--- src/rtl/alu_slice_sequencer_pkg.sv ---
// Shared types and constants for the nibble-serial 74181 sequencer.
package alu_slice_sequencer_pkg;

  localparam int unsigned SLICE_W = 4;

  typedef enum logic [1:0] {
    ST_IDLE = 2'd0,
    ST_RUN  = 2'd1,
    ST_DONE = 2'd2
  } state_e;

  // Function controls held for the whole multi-cycle operation
  typedef struct packed {
    logic [SLICE_W-1:0] select;
    logic               mode;
  } ctrl_t;

  localparam logic [3:0] SEL_ADD = 4'b1001;
  localparam logic [3:0] SEL_SUB = 4'b0110;
  localparam logic [3:0] SEL_AND = 4'b1011;
  localparam logic [3:0] SEL_XOR = 4'b0110;

endpackage

--- src/rtl/alu_slice_sequencer_if.sv ---
// Request/result bundle between a datapath master and the slice sequencer.
interface alu_slice_sequencer_if
  import alu_slice_sequencer_pkg::*;
#(
  parameter int unsigned NIBBLES = 4
) ();

  localparam int unsigned W = SLICE_W * NIBBLES;

  logic         start;
  logic [W-1:0] a;
  logic [W-1:0] b;
  logic [3:0]   select;
  logic         mode;
  logic         cin;
  logic         busy;
  logic         done;
  logic [W-1:0] result;
  logic         cout;
  logic         zero;

  modport master (
    output start, a, b, select, mode, cin,
    input  busy, done, result, cout, zero
  );

  modport slave (
    input  start, a, b, select, mode, cin,
    output busy, done, result, cout, zero
  );

endinterface

--- src/rtl/alu_slice_sequencer_dm74ls181.sv ---
// DM74LS181 4-bit ALU slice, active-high data; cn and cn4 are active-low carries.
module alu_slice_sequencer_dm74ls181 (
  input  logic [3:0] a,
  input  logic [3:0] b,
  input  logic [3:0] s,
  input  logic       m,
  input  logic       cn,
  output logic [3:0] f,
  output logic       cn4
);

  logic [3:0] x_n;
  logic [3:0] y_n;
  logic [4:0] c;

  assign y_n = ~(a | (b & {4{s[0]}}) | (~b & {4{s[1]}}));
  assign x_n = ~((a & b & {4{s[3]}}) | (a & ~b & {4{s[2]}}));

  // Internal ripple runs regardless of m; m only masks it from f
  always_comb begin
    c    = '0;
    f    = '0;
    c[0] = ~cn;
    for (int i = 0; i < 4; i++) begin
      c[i+1] = ~x_n[i] | (~y_n[i] & c[i]);
      f[i]   = (x_n[i] ^ y_n[i]) ^ (m | c[i]);
    end
    cn4 = ~c[4];
  end

endmodule

--- src/rtl/alu_slice_sequencer.sv ---
// Wide ALU built by stepping one 74181 slice across the operands, LSB nibble first.
module alu_slice_sequencer
  import alu_slice_sequencer_pkg::*;
#(
  parameter int unsigned NIBBLES = 4
) (
  input  logic                 clk,
  input  logic                 rst_n,
  alu_slice_sequencer_if.slave bus
);

  localparam int unsigned W        = SLICE_W * NIBBLES;
  localparam int unsigned IDX_W    = (NIBBLES > 1) ? $clog2(NIBBLES) : 1;
  localparam logic [IDX_W-1:0] IDX_LAST = IDX_W'(NIBBLES - 1);

  state_e             state_q,  state_d;
  logic [IDX_W-1:0]   idx_q,    idx_d;
  logic [W-1:0]       a_q,      a_d;
  logic [W-1:0]       b_q,      b_d;
  ctrl_t              ctrl_q,   ctrl_d;
  logic               carry_q,  carry_d;
  logic [W-1:0]       result_q, result_d;
  logic               busy_q,   busy_d;
  logic               done_q,   done_d;
  logic               cout_q,   cout_d;
  logic               zero_q,   zero_d;

  logic [SLICE_W-1:0] slice_a;
  logic [SLICE_W-1:0] slice_b;
  logic [SLICE_W-1:0] slice_f;
  logic               slice_cn4;

  assign slice_a = a_q[SLICE_W*idx_q +: SLICE_W];
  assign slice_b = b_q[SLICE_W*idx_q +: SLICE_W];

  alu_slice_sequencer_dm74ls181 u_slice (
    .a   (slice_a),
    .b   (slice_b),
    .s   (ctrl_q.select),
    .m   (ctrl_q.mode),
    .cn  (carry_q),
    .f   (slice_f),
    .cn4 (slice_cn4)
  );

  // Next-state: accept in IDLE/DONE, one nibble per RUN cycle
  always_comb begin
    state_d  = state_q;
    idx_d    = idx_q;
    a_d      = a_q;
    b_d      = b_q;
    ctrl_d   = ctrl_q;
    carry_d  = carry_q;
    result_d = result_q;
    cout_d   = cout_q;
    zero_d   = zero_q;
    busy_d   = 1'b0;
    done_d   = 1'b0;

    case (state_q)
      ST_IDLE, ST_DONE: begin
        if (bus.start) begin
          state_d       = ST_RUN;
          idx_d         = '0;
          a_d           = bus.a;
          b_d           = bus.b;
          ctrl_d.select = bus.select;
          ctrl_d.mode   = bus.mode;
          carry_d       = bus.cin;
          busy_d        = 1'b1;
        end else begin
          state_d = ST_IDLE;
        end
      end
      ST_RUN: begin
        result_d[SLICE_W*idx_q +: SLICE_W] = slice_f;
        carry_d = slice_cn4;
        idx_d   = idx_q + IDX_W'(1);
        if (idx_q == IDX_LAST) begin
          state_d = ST_DONE;
          done_d  = 1'b1;
          cout_d  = slice_cn4;
          zero_d  = (result_d == '0);
        end else begin
          busy_d = 1'b1;
        end
      end
      default: state_d = ST_IDLE;
    endcase
  end

  always_ff @(posedge clk or negedge rst_n) begin
    if (!rst_n) begin
      state_q  <= ST_IDLE;
      idx_q    <= '0;
      a_q      <= '0;
      b_q      <= '0;
      ctrl_q   <= '0;
      carry_q  <= 1'b0;
      result_q <= '0;
      busy_q   <= 1'b0;
      done_q   <= 1'b0;
      cout_q   <= 1'b0;
      zero_q   <= 1'b0;
    end else begin
      state_q  <= state_d;
      idx_q    <= idx_d;
      a_q      <= a_d;
      b_q      <= b_d;
      ctrl_q   <= ctrl_d;
      carry_q  <= carry_d;
      result_q <= result_d;
      busy_q   <= busy_d;
      done_q   <= done_d;
      cout_q   <= cout_d;
      zero_q   <= zero_d;
    end
  end

  assign bus.busy   = busy_q;
  assign bus.done   = done_q;
  assign bus.result = result_q;
  assign bus.cout   = cout_q;
  assign bus.zero   = zero_q;

endmodule

--- src/flat_wrapper.sv ---
// flat-port wrapper written by rule: the top's interface ports become plain ports
module alu_slice_sequencer_flat import alu_slice_sequencer_pkg::*;
#(
  parameter int unsigned NIBBLES = 4
)
  (clk, rst_n, bus_start, bus_a, bus_b, bus_select, bus_mode, bus_cin, bus_busy, bus_done, bus_result, bus_cout, bus_zero);
  alu_slice_sequencer_if #(.NIBBLES(NIBBLES)) bus_i ();
  input  logic clk;
  input  logic rst_n;
  input wire logic [$bits(bus_i.start)-1:0] bus_start;
  input wire logic [$bits(bus_i.a)-1:0] bus_a;
  input wire logic [$bits(bus_i.b)-1:0] bus_b;
  input wire logic [$bits(bus_i.select)-1:0] bus_select;
  input wire logic [$bits(bus_i.mode)-1:0] bus_mode;
  input wire logic [$bits(bus_i.cin)-1:0] bus_cin;
  output wire logic [$bits(bus_i.busy)-1:0] bus_busy;
  output wire logic [$bits(bus_i.done)-1:0] bus_done;
  output wire logic [$bits(bus_i.result)-1:0] bus_result;
  output wire logic [$bits(bus_i.cout)-1:0] bus_cout;
  output wire logic [$bits(bus_i.zero)-1:0] bus_zero;
  assign bus_i.start = bus_start;
  assign bus_i.a = bus_a;
  assign bus_i.b = bus_b;
  assign bus_i.select = bus_select;
  assign bus_i.mode = bus_mode;
  assign bus_i.cin = bus_cin;
  assign bus_busy = bus_i.busy;
  assign bus_done = bus_i.done;
  assign bus_result = bus_i.result;
  assign bus_cout = bus_i.cout;
  assign bus_zero = bus_i.zero;
  alu_slice_sequencer #(.NIBBLES(NIBBLES)) u_core (.clk(clk), .rst_n(rst_n), .bus(bus_i));
endmodule
--- config.mk ---
export PLATFORM = sky130hd
export DESIGN_NAME = alu_slice_sequencer_flat
export DESIGN_NICKNAME = d
export VERILOG_FILES = /design/src/rtl/alu_slice_sequencer_pkg.sv /design/src/rtl/alu_slice_sequencer_if.sv /design/src/rtl/alu_slice_sequencer_dm74ls181.sv /design/src/rtl/alu_slice_sequencer.sv /design/src/flat_wrapper.sv
export SDC_FILE = /design/constraint.sdc
export NUM_CORES = 1
export LEC_CHECK = 0
export ABC_CLOCK_PERIOD_IN_PS = 2600
export CAP_MARGIN = 5
export CELL_PAD_IN_SITES_DETAIL_PLACEMENT = 0
export CELL_PAD_IN_SITES_GLOBAL_PLACEMENT = 1
export CORE_MARGIN = 8
export CORE_UTILIZATION = 38
export CTS_BUF_LIST = sky130_fd_sc_hd__clkbuf_8
export CTS_CLUSTER_SIZE = 16
export DETAILED_ROUTE_END_ITERATION = 8
export GPL_ROUTABILITY_DRIVEN = 0
export MAX_ROUTING_LAYER = met4
export PLACE_DENSITY = 0.75
export SETUP_SLACK_MARGIN = 0.15
export SLEW_MARGIN = 20
export SYNTH_ARGS = -nofsm -noshare
export SYNTH_HDL_FRONTEND = slang
export SYNTH_SLANG_ARGS = --single-unit
--- constraint.sdc ---
create_clock -name clk -period 2.6 [get_ports clk]
set_clock_uncertainty 0.2 [all_clocks]
set_input_delay 0.52 -clock clk [delete_from_list [all_inputs] [get_ports clk]]
set_output_delay 0.52 -clock clk [all_outputs]
set_load 0.01 [all_outputs]
==> results of run 1 <==
[metrics by stage]
stage	setup TNS (ps)	total power [mW]	std cells
final	-516	6.19	433
after global routing	-1440	6.67	433
after detailed placement	-672	4.85	410
after global placement	-157	4.79	410
after CTS	-446	5.94	430
after floorplan	-79.3	3.65	240
[cells by family after synthesis]
family,after synthesis
flops,62
buf+inv,17
xor+xnor,4
fa+ha+maj,6
mux,53
simple gates,57
compound gates,41
[per-layer routing]
metal | vias to the layer above | part of all wire | track usage
met2 | 48 | 0.49 | 0.214
met1 | 1064 | 0.46 | 0.160
met5 | - | 0 | -
met4 | 0 | 0.0093 | 0.0496
li1 | 1040 | - | -
met3 | 7 | 0.042 | 0.0415
[worst reg2reg max path, cell delays in order (launching register included)]
cell	delay [ps]
dfrtp_1	390
buf_12	130
mux4_2	530
mux2_4	320
nand2_2	70
or2b_1	220
o32a_1	320
xnor2_2	270
a32o_1	200
[what timing repair did]
action | in CTS | in global routing
buffers inserted | 3 | 3
hold buffers | 1 | 0
pin swaps | 10 | 12
endpoints found under the hold margin | 62 | 0
resized for setup | 17 | 14
endpoints found under the setup margin | 13 | 19
[layout make-up]
class / count / area, um^2
Sequential cell: 62 / 1550
Clock buffer: 11 / 151
Timing Repair Buffer: 83 / 823
Multi-Input combinational cell: 161 / 1420
Tap cell: 102 / 128
Clock inverter: 5 / 48.8
Fill cell: 679 / 3490
Inverter: 9 / 33.8
[layout by cell type, fill, tap and decap left out, types with 3 or more instances in the layout]
master,count
o21ai_2,5
o21ai_1,6
ha_1,6
nand2_1,30
mux2_2,37
o31ai_1,3
nor2b_1,4
mux4_2,6
o21ai_0,8
dfrtp_1,62
nor4_1,4
clkbuf_8,11
inv_1,10
buf_4,15
buf_12,3
buf_6,4
clkdlybuf4s50_1,59
clkinv_2,3
nor2_1,5
o22ai_1,5
nand2b_1,3
mux2i_1,7
[path summary, 6_finish.rpt]
path | from | to | depth (start not counted)
worst max-delay path | u_core.idx_q[0] | u_core.bus.zero | 8
max in group asynchronous | rst_n | u_core.bus.cout | 3
min in group asynchronous | rst_n | u_core.bus.done | 3
worst min register to register | u_core.b_q[15] | u_core.b_q[15] | 1
worst min-delay path | u_core.b_q[15] | u_core.b_q[15] | 1
worst max register to register | u_core.idx_q[0] | u_core.bus.zero | 8
[sequential cells by signal (all words and copies together) (netlist names)]
signal             flops
u_core.a_q            16
u_core.b_q            16
u_core.bus.busy        1
u_core.bus.cout        1
u_core.bus.done        1
u_core.bus.result     16
u_core.bus.zero        1
u_core.carry_q         1
u_core.ctrl_q          5
u_core.idx_q           2
u_core.state_q         2
[power by group through the flow]
stage | clock [mW] | combinational (mW) | sequential [mW]
after global placement | 0 | 3.03 | 1.75
after global routing | 0.915 | 3.95 | 1.81
after CTS | 0.868 | 3.33 | 1.75
after detailed placement | 0 | 3.08 | 1.77
after floorplan | 0 | 1.95 | 1.69
final | 0.852 | 3.60 | 1.75
==> flow_metrics.env, run 1 <==
export IMPL_cp_cell_sequence="buf_12, mux4_2, mux2_4, nand2_2, or2b_1, o32a_1, xnor2_2, a32o_1"
export IMPL_clk_latency_ps=340
export IMPL_crit_fanout=6
export IMPL_track_usage=0.136
export IMPL_synthSimpleGateAreaFrac=0.0910
export IMPL_critical_path_class="reg2reg"
export IMPL_die_w_um=104
export IMPL_synth_xor_area_frac=0.0144
export IMPL_grt_max_degree=63
export IMPL_core_area_mm2=0.00765
export IMPL_drtPass1Iterations=4
export IMPL_htreeDepth=3
export IMPL_drt_iter0_markers=75
export IMPL_avgSynthCellArea_um2=12.3
export IMPL_vias=2159
export IMPL_synthCells=240
export IMPL_power_frac_clock=0.138
export IMPL_num_antenna_cells=0
export IMPL_synth_compound_area_share=0.0868
export IMPL_routed_wl_mm=6.75
export IMPL_drive_gt1_frac=0.299
export IMPL_die_h_um=104
export IMPL_drc=0
export IMPL_clk_pin_slew_ps=70
export IMPL_tritoncts="yes"
export IMPL_report_final_hold_viol_count=0
export IMPL_synth_seq_cells=62
export IMPL_async_reset_ff_frac=1.00
export IMPL_status="finished, violations left"
export IMPL_dpl_cell_area_mm2=0.00381
export IMPL_ys_warnings_count=0
export IMPL_r2r_slack_ps=-120
export IMPL_slowest_stage="mux4_2"
export IMPL_clock_sinks=62
export IMPL_seq_power_share=0.282
export IMPL_synth_commonest_cells="62 x dfrtp_1, 37 x mux2_2, 30 x nand2_1"
export IMPL_placementRows=32
export IMPL_synth_top_family_by_area="multiplexers"
export IMPL_powerDensity_mw_per_mm2=1490
export IMPL_clk_path_buf_depth=2
export IMPL_synthDistinctLibCells=39
export IMPL_finalMaxSlewViolations=0
export IMPL_max_freq_mhz=367
export IMPL_syn_area_mm2=0.00296
export IMPL_syn_nets=287
export IMPL_p_sw_mw=2.35
export IMPL_synth_edff_count=0
export IMPL_fin_util=0.543
export IMPL_power_leakage_nw=1.79
export IMPL_critPathTopFamily="multiplexers"
export IMPL_dp_hpwl_mm=5.00
export IMPL_dieArea_mm2=0.0109
export IMPL_end_kind="register"
export IMPL_whs_ps=302
export IMPL_synthAdderAreaFrac=0.0254
export IMPL_antenna_left=0
export IMPL_setup_worst_path_start_class="register"
export IMPL_wl_per_cell_um=15.6
export IMPL_viasPerCell=4.99
export IMPL_cts_buffers_inserted=9
export IMPL_swShare=0.380
export IMPL_io_pins=61
export IMPL_first_global_vias=2398
export IMPL_cp_required_ps=2680
export IMPL_yosysMostFrequentCell="dfrtp_1"
export IMPL_crit_arrival_ps=2800
export IMPL_synth_mux_area_frac=0.233
export IMPL_path_buf_inv=1
export IMPL_io_buffers=60
export IMPL_fin_crit_sh=1.05
export IMPL_intPower_mw=3.84
export IMPL_tightest_slew_ps=410
export IMPL_start_util=0.387
export IMPL_antenna_found_initial=0
export IMPL_setup_viol=5
export IMPL_design_area_mm2=0.00416
export IMPL_rsz0062_at_grt="yes"
export IMPL_maxCapViolCount=0
export IMPL_grt_pass1_wl_mm=11.6
export IMPL_synth_top_area_share=0.525
export IMPL_seq_area_frac_synth=0.525
export IMPL_place_ws_ps=-107
export IMPL_finalNetCount=373
export IMPL_cts_root_buf="clkbuf_8"
export IMPL_worstHoldPathType="reg2reg"
export IMPL_area_growth_pct=40.5
export IMPL_synth_top_area_cell="dfrtp_1"
export IMPL_fin_crit_ps=2720
export IMPL_synth_area_leaders="dfrtp_1 52%, mux2_2 14%, mux4_2 4.6%"
export IMPL_peakVddDrop_mv=0.723
export IMPL_power_frac_comb=0.581
export IMPL_slew_headroom=0.724
export IMPL_fin_ws_ps=-124
export IMPL_violations="negative setup slack"
export IMPL_cp_slowest_stage_delay_ps=530
export IMPL_overflow=0
export IMPL_synthFlopType="dfrtp_1"
Note: power is estimated with default switching activity, not from simulation.
==> inputs of run 2 (changes only) <==
Settings changed: CORE_MARGIN 8 to 2, CORE_UTILIZATION 38 to 47, DONT_BUFFER_PORTS from default to 1.
==> run 2 against run 1 <==
The flow still finishes with violations (negative setup slack). Largest cell class unchanged. Clock-buffer cell count decreased by 2. Hold slack got worse by 180 ps. Critical endpoint unchanged. Via count down 11%. Flip-flop and latch count stayed put. First-iteration DRC count shrank 17%. Largest power group unchanged. Die area shrank 36%. Sequential power is 3% higher. Sequential share of layout area grew 6.4 points. Routed wire length is 9.9% lower. Combinational power fell by 2%. Core utilization is 4.8 points higher.
==> flow_metrics.env, run 2 (synthesis gave the netlist of run 1 again) <==
export IMPL_maxCapViolCount=0
export IMPL_finalNetCount=313
export IMPL_cp_slowest_stage_delay_ps=520
export IMPL_dieArea_mm2=0.00694
export IMPL_layout_commonest_cell="dfrtp_1"
export IMPL_powerDensity_mw_per_mm2=1760
export IMPL_routed_wl_mm=6.08
export IMPL_dpl_cell_area_mm2=0.00314
export IMPL_antenna_left=0
export IMPL_tightest_slew_ps=452
export IMPL_end_kind="register"
export IMPL_clk_latency_ps=340
export IMPL_core_area_mm2=0.00599
export IMPL_cts_buffers_inserted=9
export IMPL_clock_sinks=62
export IMPL_power_leakage_nw=1.56
export IMPL_htreeDepth=3
export IMPL_crit_start="u_core.idx_q[0]"
export IMPL_overflow=0
export IMPL_r2r_start="u_core.idx_q[0]"
export IMPL_crit_arrival_ps=2790
export IMPL_crit_fanout=5
export IMPL_r2r_end="u_core.bus.zero"
export IMPL_mostFrequentLayoutCells="62 x dfrtp_1, 37 x mux2_2, 30 x nand2_1, 13 x buf_4, 10 x inv_1"
export IMPL_setup_worst_path_start_class="register"
export IMPL_rsz0062_at_grt="yes"
export IMPL_grt_max_degree=63
export IMPL_viasPerCell=5.58
export IMPL_status="finished, violations left"
export IMPL_start_util=0.494
export IMPL_critical_path_class="reg2reg"
export IMPL_die_w_um=83.3
export IMPL_slew_headroom=0.698
export IMPL_io_buffers=0
export IMPL_clk_path_buf_depth=2
export IMPL_drtPass1Iterations=4
export IMPL_area_growth_pct=19.9
export IMPL_first_global_vias=2078
export IMPL_fin_crit_ps=2700
export IMPL_setup_worst_path_end="u_core.bus.zero"
export IMPL_clk_pin_slew_ps=70
export IMPL_report_final_hold_viol_count=0
export IMPL_finalMaxSlewViolations=0
export IMPL_num_antenna_cells=0
export IMPL_r2r_cells=8
export IMPL_design_area_mm2=0.00354
export IMPL_io_pins=61
export IMPL_fin_ws_ps=-100
export IMPL_placementRows=28
export IMPL_cp_cell_sequence="buf_6, mux4_2, mux2i_1, nor2_1, o221a_1, o32a_1, xnor2_2, a32o_1"
export IMPL_peakVddDrop_mv=0.940
export IMPL_drive_gt1_frac=0.365
export IMPL_drc=0
export IMPL_grt_pass1_wl_mm=10.2
export IMPL_antenna_found_initial=0
export IMPL_vias=1930
export IMPL_track_usage=0.195
export IMPL_setup_viol=5
export IMPL_die_h_um=83.3
export IMPL_cts_root_buf="clkbuf_8"
export IMPL_wl_per_cell_um=17.6
export IMPL_max_freq_mhz=370
export IMPL_dp_hpwl_mm=4.33
export IMPL_cp_required_ps=2690
export IMPL_r2r_slack_ps=-100
export IMPL_violations="negative setup slack"
export IMPL_slowest_stage="mux4_2"
export IMPL_worstHoldPathType="in2reg"
export IMPL_tritoncts="yes"
export IMPL_fin_crit_sh=1.04
export IMPL_whs_ps=122
export IMPL_total_power_mw=6.22
export IMPL_drt_iter0_markers=62
## run 2: through the flow
stage	utilization	cells	setup WS [ps]	TNS [ps]
floorplan	-	240	-79.3	-79.3
global placement	0.524	321	-68.8	-402
detailed placement	0.524	321	-124	-678
CTS	0.584	345	-123	-674
global route	0.592	346	-202	-1120
finish	0.592	346	-100	-442
## run 2: area by class of cell
type / count / area, um^2
Sequential cell: 62 / 1550
Clock inverter: 7 / 90.1
Tap cell: 75 / 93.8
Fill cell: 506 / 2450
Inverter: 9 / 33.8
Timing Repair Buffer: 23 / 234
Clock buffer: 9 / 124
Multi-Input combinational cell: 161 / 1420
## run 2: how the worst min path moves through the flow
stage | endpoint | from | depth (start not counted)
3_3_place_gp | u_core.bus.result[14] | rst_n | 0
2_1_floorplan | u_core.a_q[0] | rst_n | 0
3_5_place_dp | u_core.bus.result[14] | rst_n | 0
4_1_cts | u_core.b_q[8] | bus_b[8] | 1
5_1_grt | u_core.b_q[6] | bus_b[6] | 1
6_report | u_core.b_q[1] | bus_b[1] | 1
## run 2: where the power goes
group / internal (mW) / total, mW / switching (mW)
logic: 1.87 / 3.51 / 1.64
clock network: 0.534 / 0.911 / 0.377
registers: 1.41 / 1.80 / 0.388
## run 2: worst max-delay path: cells and delay by family, from the launching register on
kind,cells,cell delay [ps]
xor gates and xnor gates,1,270
buffers and inverters,1,110
muxes,2,730
and+or+nand+nor,1,80
DFF,1,380
AOI/OAI and AO/OA,3,880
## run 2: repair_timing
action                     4_1_cts  5_1_grt
pin swaps                        9        6
setup endpoints to repair       13       19
gates cloned                     0        0
hold buffers                     2        0
resized for setup               22       12
hold endpoints to repair        62        0
buffers inserted                 6        1
## run 2: routing by layer
| layer | global-route usage | part of all wire | vias to the layer above |
|---|---|---|---|
| met5 | - | 0 | - |
| met2 | 0.301 | 0.49 | 59 |
| met4 | 0.0745 | 0.019 | 0 |
| met1 | 0.232 | 0.42 | 944 |
| met3 | 0.0726 | 0.068 | 11 |
| li1 | - | - | 916 |
==> inputs of run 3 (changes only) <==
Settings changed: CORE_UTILIZATION 47 to 45, PLACE_DENSITY 0.75 to 0.72.
==> run 3 against run 2 <==
The flow still finishes with violations (negative setup slack). Combinational power up 2%. Global-route usage is 0.49 points lower. Critical path depth fell by 1. Clock-buffer cell count unchanged. Cell count increased by 0.87%. Worst setup slack worse by 21 ps. Critical endpoint unchanged.
==> flow_metrics.env, run 3 (synthesis gave the netlist of run 1 again) <==
export IMPL_status="finished, violations left"
export IMPL_violations="negative setup slack"
export IMPL_maxCapViolCount=0
export IMPL_crit_start="u_core.idx_q[0]"
export IMPL_wl_per_cell_um=18.0
export IMPL_track_usage=0.190
export IMPL_r2r_slack_ps=-120
export IMPL_hold_start="bus_b[1]"
export IMPL_min_to="u_core.b_q[1]"
export IMPL_tightest_slew_ps=507
export IMPL_overflow=0
export IMPL_peakVddDrop_mv=1.39
export IMPL_drt_iter0_markers=101
export IMPL_first_global_vias=1989
export IMPL_dp_hpwl_mm=4.23
export IMPL_whs_path_depth=1
export IMPL_power_leakage_nw=1.59
export IMPL_start_util=0.466
export IMPL_drc=0
export IMPL_io_pins=61
export IMPL_antenna_found_initial=0
export IMPL_drive_gt1_frac=0.390
export IMPL_vias=1943
export IMPL_r2r_start="u_core.idx_q[0]"
export IMPL_powerDensity_mw_per_mm2=1800
export IMPL_n_fill_cell=525
export IMPL_fin_crit_ps=2720
export IMPL_rsz0062_at_grt="yes"
export IMPL_tritoncts="yes"
export IMPL_routed_wl_mm=6.29
export IMPL_met1_usage=0.244
export IMPL_r2r_end="u_core.bus.zero"
export IMPL_cts_buffers_inserted=9
export IMPL_clk_latency_ps=340
export IMPL_clk_pin_slew_ps=80
export IMPL_crit_fanout=7
export IMPL_area_growth_pct=22.9
export IMPL_cts_root_buf="clkbuf_8"
export IMPL_viasPerCell=5.57
export IMPL_dp_cells=324
export IMPL_slew_headroom=0.662
export IMPL_layout_cells_non_filler=349
export IMPL_fin_crit_sh=1.05
export IMPL_end_kind="register"
export IMPL_grt_met2_usage=0.275
export IMPL_finalMaxSlewViolations=0
export IMPL_core_area_mm2=0.00635
export IMPL_io_buffers=0
export IMPL_layout_commonest_cell="dfrtp_1"
export IMPL_clock_sinks=62
export IMPL_setup_worst_path_start_class="register"
export IMPL_max_freq_mhz=368
export IMPL_placementRows=29
export IMPL_htreeDepth=3
export IMPL_grt_pass1_wl_mm=10.1
export IMPL_num_antenna_cells=0
export IMPL_crit_arrival_ps=2750
export IMPL_grt_busiest_layer="met2"
export IMPL_grt_max_degree=63
export IMPL_cp_required_ps=2630
export IMPL_critical_path_class="reg2reg"
export IMPL_die_h_um=85.1
export IMPL_die_w_um=85.1
export IMPL_mostFrequentLayoutCells="61 x dfrtp_1, 37 x mux2_2, 30 x nand2_1, 18 x buf_4, 10 x o21ai_0"
export IMPL_use_met3=0.0603
export IMPL_drtPass1Iterations=4
export IMPL_dieArea_mm2=0.00723
export IMPL_report_final_hold_viol_count=0
export IMPL_fin_ws_ps=-121
export IMPL_clk_path_buf_depth=2
export IMPL_total_power_mw=6.53
export IMPL_whs_ps=119
export IMPL_worstHoldPathType="in2reg"
export IMPL_antenna_left=0
export IMPL_finalNetCount=314
export IMPL_r2r_cells=7
export IMPL_setup_viol=8
-- run 3: worst max path at each step --
stage / cells past startpoint / slack (ps) / to
5_1_grt: 8 / -170 / u_core.bus.result[3]
4_1_cts: 7 / -100 / u_core.bus.zero
2_1_floorplan: 8 / -80 / u_core.bus.zero
3_5_place_dp: 7 / -240 / u_core.bus.result[6]
6_report: 7 / -120 / u_core.bus.zero
3_3_place_gp: 7 / -140 / u_core.bus.result[2]
-- run 3: repair_timing --
action                                  in CTS  in global routing
gates resized for setup                     16                 21
endpoints found under the setup margin      17                 19
hold endpoints to repair                    62                  0
pin swaps                                    6                 12
setup buffers                                3                  4
hold buffers                                 2                  0
-- run 3: metal layers --
layer,vias up,part of all wire
met5,-,0
met4,0,0.021
met3,12,0.050
met2,56,0.49
met1,956,0.44
li1,919,-
-- run 3: layout make-up --
type | count | area, um^2 | area share
Clock buffer | 9 | 124 | 0.0341
Clock inverter | 7 | 146 | 0.0403
Inverter | 9 | 33.8 | 0.00930
Multi-Input combinational cell | 161 | 1450 | 0.400
Sequential cell | 62 | 1550 | 0.427
Tap cell | 77 | 96.3 | 0.0265
Timing Repair Buffer | 24 | 226 | 0.0623
-- run 3: worst max-delay path: stages (launching register included) --
cell     delay [ps]
dfrtp_2         450
mux4_2          550
mux2_4          320
nand2_2          70
or2b_1          220
o32a_1          380
xnor2_2         180
a32o_1          230
-- run 3: report_power, final --
part           switching (mW)  leakage, nW  total (mW)  internal [mW]
Clock                   0.398        0.134        1.14          0.738
Combinational            1.68        0.697        3.57           1.89
Sequential              0.407        0.763        1.82           1.42
-- run 3: per-stage QoR --
step,instance area (um^2),util,setup slack [ps],TNS (ps)
floorplan,2960,-,-79.3,-79.3
global placement,3130,0.494,-144,-1150
detailed placement,3130,0.494,-237,-1780
CTS,3530,0.555,-96.5,-449
global route,3630,0.572,-173,-1300
finish,3630,0.572,-121,-522
